===== config.mk =====
export PLATFORM = sky130hd
export DESIGN_NAME = request_unit
export DESIGN_NICKNAME = d
export VERILOG_FILES = /design/src/rtl/cpu_types_pkg.sv /design/src/rtl/ru_wait_counter.sv /design/src/rtl/request_unit.sv
export SDC_FILE = /design/constraint.sdc
export NUM_CORES = 1
export LEC_CHECK = 0
export CAP_MARGIN = 10
export CORE_MARGIN = 5
export CORE_UTILIZATION = 43
export DETAILED_ROUTE_END_ITERATION = 7
export PLACE_DENSITY_LB_ADDON = 0.12
export SLEW_MARGIN = 10
export SYNTH_ARGS = -nofsm -noshare
export SYNTH_HDL_FRONTEND = slang
export SYNTH_HIERARCHICAL = 1
export SYNTH_SLANG_ARGS = --single-unit

===== constraint.sdc =====
create_clock -name CLK -period 5.2 [get_ports CLK]
set_input_delay 0.78 -clock CLK [delete_from_list [all_inputs] [get_ports CLK]]
set_output_delay 0.78 -clock CLK [all_outputs]
set_load 0.01 [all_outputs]

===== src/rtl/cpu_types_pkg.sv =====
// Shared CPU types: machine word and request-unit FSM states.
package cpu_types_pkg;
  localparam int WORD_BITS = 32;
  typedef logic [WORD_BITS-1:0] word_t;
  typedef enum logic [1:0] {
    IDLE    = 2'd0,
    IFETCH  = 2'd1,
    DACCESS = 2'd2,
    HALTED  = 2'd3
  } ru_state_t;
endpackage


===== src/rtl/ru_wait_counter.sv =====
// Counts consecutive wait cycles of one memory access; expired flags the TIMEOUT-th wait.
module ru_wait_counter #(
  parameter int TIMEOUT = 255
) (
  input  logic CLK,
  input  logic RST,
  input  logic clr,
  input  logic inc,
  output logic expired
);
  localparam int CW = $clog2(TIMEOUT + 1);

  logic [CW-1:0] count;

  // Fires on the wait cycle that would bring the count up to TIMEOUT.
  assign expired = inc && (count == CW'(TIMEOUT - 1));

  always_ff @(posedge CLK or posedge RST) begin
    if (RST) begin
      count <= '0;
    end else if (clr || expired) begin
      count <= '0;
    end else if (inc) begin
      count <= count + CW'(1);
    end
  end
endmodule


===== src/rtl/request_unit.sv =====
// Arbitrates instruction fetch and data load/store onto one memory port,
// returning one-cycle hit pulses, with a wait watchdog and a sticky halt.
module request_unit
  import cpu_types_pkg::*;
#(
  parameter int WORD_W  = 32,
  parameter int ADDR_W  = 32,
  parameter int TIMEOUT = 255
) (
  input  logic              CLK,
  input  logic              RST,
  input  logic              load_word_en,
  input  logic              store_word_en,
  input  logic              halt,
  input  logic [ADDR_W-1:0] iaddr,
  input  logic [ADDR_W-1:0] daddr,
  input  logic [WORD_W-1:0] dstore,
  input  logic [WORD_W-1:0] mem_load,
  input  logic              mem_ready,
  output logic              mem_ren,
  output logic              mem_wen,
  output logic [ADDR_W-1:0] mem_addr,
  output logic [WORD_W-1:0] mem_store,
  output logic              ihit,
  output logic              dhit,
  output logic [WORD_W-1:0] instr,
  output logic [WORD_W-1:0] dload,
  output logic              halted,
  output logic              timeout_err
);
  ru_state_t state;
  logic      data_done;
  logic      is_load;
  logic      busy;
  logic      wait_clr;
  logic      wait_inc;
  logic      expired;

  assign busy     = (state == IFETCH) || (state == DACCESS);
  assign wait_inc = busy && !mem_ready;
  assign wait_clr = busy && mem_ready;

  ru_wait_counter #(.TIMEOUT(TIMEOUT)) u_wait (
    .CLK     (CLK),
    .RST     (RST),
    .clr     (wait_clr),
    .inc     (wait_inc),
    .expired (expired)
  );

  always_ff @(posedge CLK or posedge RST) begin
    if (RST) begin
      state       <= IDLE;
      data_done   <= 1'b0;
      is_load     <= 1'b0;
      mem_ren     <= 1'b0;
      mem_wen     <= 1'b0;
      mem_addr    <= '0;
      mem_store   <= '0;
      ihit        <= 1'b0;
      dhit        <= 1'b0;
      instr       <= '0;
      dload       <= '0;
      halted      <= 1'b0;
      timeout_err <= 1'b0;
    end else begin
      ihit <= 1'b0;
      dhit <= 1'b0;
      case (state)
        IDLE: begin
          // data_done keeps a finished data access from being reissued
          // while the control unit still presents the same instruction.
          if ((load_word_en || store_word_en) && !data_done) begin
            state     <= DACCESS;
            mem_addr  <= daddr;
            mem_store <= dstore;
            mem_wen   <= store_word_en;
            mem_ren   <= !store_word_en;
            is_load   <= load_word_en && !store_word_en;
          end else if (halt) begin
            state  <= HALTED;
            halted <= 1'b1;
          end else begin
            state     <= IFETCH;
            mem_addr  <= iaddr;
            mem_store <= dstore;
            mem_ren   <= 1'b1;
            mem_wen   <= 1'b0;
          end
        end
        IFETCH: begin
          if (mem_ready) begin
            state     <= IDLE;
            mem_ren   <= 1'b0;
            instr     <= mem_load;
            ihit      <= 1'b1;
            data_done <= 1'b0;
          end else if (expired) begin
            state       <= IDLE;
            mem_ren     <= 1'b0;
            timeout_err <= 1'b1;
          end
        end
        DACCESS: begin
          if (mem_ready) begin
            state     <= IDLE;
            mem_ren   <= 1'b0;
            mem_wen   <= 1'b0;
            dhit      <= 1'b1;
            data_done <= 1'b1;
            if (is_load) dload <= mem_load;
          end else if (expired) begin
            state       <= IDLE;
            mem_ren     <= 1'b0;
            mem_wen     <= 1'b0;
            timeout_err <= 1'b1;
          end
        end
        default: begin
          // HALTED: frozen until reset
        end
      endcase
    end
  end
endmodule


==> flow_summary.yaml <==
grt:
  grt_max_degree: 100
  overflow: 0
  antenna_found_initial: 0
  grt_use_total_pct: 19.33
  grt_pass1_wl_mm: 25.27
  grt_pass1_vias: 4827
synth:
  synth_cells: 398
  synthArstFlopShare_pct: 100.0
  seq_area_frac_synth_pct: 57.96
  avgSynthCellArea_um2: 15.84
  synth_area_leaders: "dfrtp_1, mux2_2, mux2_4, buf_6, ha_1"
  synth_top_cell_by_area: "dfrtp_1"
  synth_cell_type_count: 36
  synth_seq_cells: 146
  synthFlopType: "dfrtp_1"
  synth-edff-count: 0
  yosysWarnings: 6
  yosys.area.top_type_share_pct: 57.96
  syn-num-nets: 538
  syn_area_mm2: 0.006304
layout:
  layout-drive-gt1-share_pct: 30.60
  syn_to_final_growth_pct: 53.77
  final_nets: 811
  final_common_cell: "clkdlybuf4s50_1"
  stdcell_count: 868
  final_cell_mix: "clkdlybuf4s50_1, dfrtp_1, mux2_2, mux2_4, clkbuf_16"
place:
  numPortBuffers: 267
  place_inst: 836
  place_congestion: 0.7648
  dp_hpwl_mm: 12.22
cts:
  cts_made_buffers: 17
  postCtsSetupBuffers: 0
  holdBufCountCts: 0
  htreeDepth: 4
  ctsRootBufferMaster: "clkbuf_16"
  clk_pin_slew_ns: 0.06
  ctsResizeCount: 0
  clock_sinks: 146
  tritoncts: "yes"
  clockBufferDepth: 2
  clock_latency_ns: 0.41
critical_path:
  path_depth: 8
  crit_path_top_delay_cell: "nor2b_1"
  r2r_cells: 8
  reg2reg_to: "mem_ren"
  crit_path_cell_trace: "inv_1 > ha_1 > nor2b_1 > nand4_2 > nor2_1 > nor3b_1 > a311oi_1 > mux2_1"
  timing.rr.start: "state[0]"
  arrival_ns: 3.19
  path_max_fanout: 10
  critPathCaptureType: "flop"
  crit_start: "state[0]"
  startpoint_type: "flop"
  slowest_delay_ns: 0.59
  cp.required_ns: 5.50
  crit_type: "reg2reg"
  critPathBufInv: 1
  ff2ff_setup_slack_ns: 2.31
  path_delay_family: "simple AND/OR/NAND/NOR gates"
  endpoint: "mem_ren"
timing:
  clock_skew_ns: 0.004748
  hold_viol: 0
  max_freq_mhz: 346.0
  finalCritPeriodShare_pct: 55.58
  slew_viol_final: 0
  fin_crit_ns: 2.890
  tightest_slew_ns: 1.070
  relSlewSlack_pct: 28.50
  rsz0062_at_grt: "false"
  setup_viol: 0
  hold_slack_ns: 0.4746
  setup_tns_ns: 0
die:
  dieArea_mm2: 0.01718
  fp.dieH_um: 131.1
  die_w_um: 131.1
  initial_core_util_pct: 43.54
  rows: 44
  core_mm2: 0.01448
  pin_count: 268
power_and_ir_drop:
  peakVddDrop_v: 0.0002856
  power.density_mw_per_mm2: 623.9
  p_leak_nw: 4.172
run_status:
  status: "finished, final reports clean"
routing:
  drt_iter0_drc: 109
  vias: 4262
  dr.pass1.iters: 4
  vias_per_cell: 4.910
  detail-route-antenna-nets: 0
  wl_per_cell_um: 18.77
  wl_mm: 16.29
  drc: 0
job:
  cap_violations: 0
hold_path:
  hold_path_class: "reg2reg"
## flip-flops by register name, indices dropped and copies added (netlist names), 2 cells and up
signal / cells
dload: 32
instr: 32
mem_addr: 32
mem_store: 32
u_wait/count: 8
state: 2
## per-stage QoR
step | util (%) | instance area [um^2] | power, mW | worst slack [ns]
3_5_place_dp | 62.94 | 9114 | 4.913 | 1.938
5_1_grt | 66.93 | 9691 | 6.399 | 2.066
3_3_place_gp | 62.94 | 9114 | 4.833 | 1.988
2_1_floorplan | - | 6304 | 3.484 | 0.7238
6_report | 66.95 | 9693 | 6.047 | 2.310
4_1_cts | 66.93 | 9691 | 6.133 | 2.294
## cell usage after synthesis, types with 2 or more instances
library cell and count:
a211oi_1 2, a211oi_2 3, a21o_1 4, a311oi_1 2, a31oi_1 3, and2_1 2, buf_2 6, buf_4 5
buf_6 7, dfrtp_1 146, ha_1 6, inv_1 10, mux2_1 2, mux2_2 115, mux2_4 45, nand2_1 4
nand3_1 3, nand4_1 3, nor2_1 8, nor2b_1 2, nor3b_1 3, xnor2_1 2, xor2_1 2
## final cells by class
class | instances | area, um^2
Sequential cell | 146 | 3654
Tap cell | 184 | 230.2
Fill cell | 1097 | 4786
Multi-Input combinational cell | 224 | 2477
Clock buffer | 18 | 439.2
Inverter | 10 | 42.54
Antenna cell | 1 | 2.502
Clock inverter | 13 | 137.6
Timing Repair Buffer | 272 | 2710
## routing by layer
metal / GRT usage, % / part of all wire [%]
met3: 8.995 / 10
met2: 33.15 / 51
met5: 0 / 0
met4: 5.505 / 1.5
met1: 21.60 / 37
## power breakdown
group | total [mW] | switching [mW] | internal (mW)
combinational | 2.85 | 1.06 | 1.78
clock | 1.18 | 0.468 | 0.714
sequential | 2.02 | 0.318 | 1.70
total | 6.05 | 1.85 | 4.20
## worst min-delay path by stage
stage	to	startpoint	slack, ns	depth (start not counted)
2_1_floorplan	data_done	data_done	0.49	1
3_3_place_gp	halted	halted	0.46	1
3_5_place_dp	halted	halted	0.46	1
4_1_cts	halted	halted	0.48	1
5_1_grt	halted	halted	0.51	1
6_report	timeout_err	timeout_err	0.47	1
## logic make-up (layout without fill, tap and decap cells)
family	count (synthesis)	count (layout)	share of synthesized area [%]
flip-flops	146	146	57.96
adder cells (fa/ha/maj)	6	6	1.191
other	0	1	0
buffers and inverters	28	313	2.918
XOR/XNOR	4	4	0.5559
AO/OA/AOI/OAI	20	20	2.779
multiplexers	162	162	31.62
AND/OR/NAND/NOR	32	32	2.977
No activity file was read; power rests on OpenSTA's default activity.
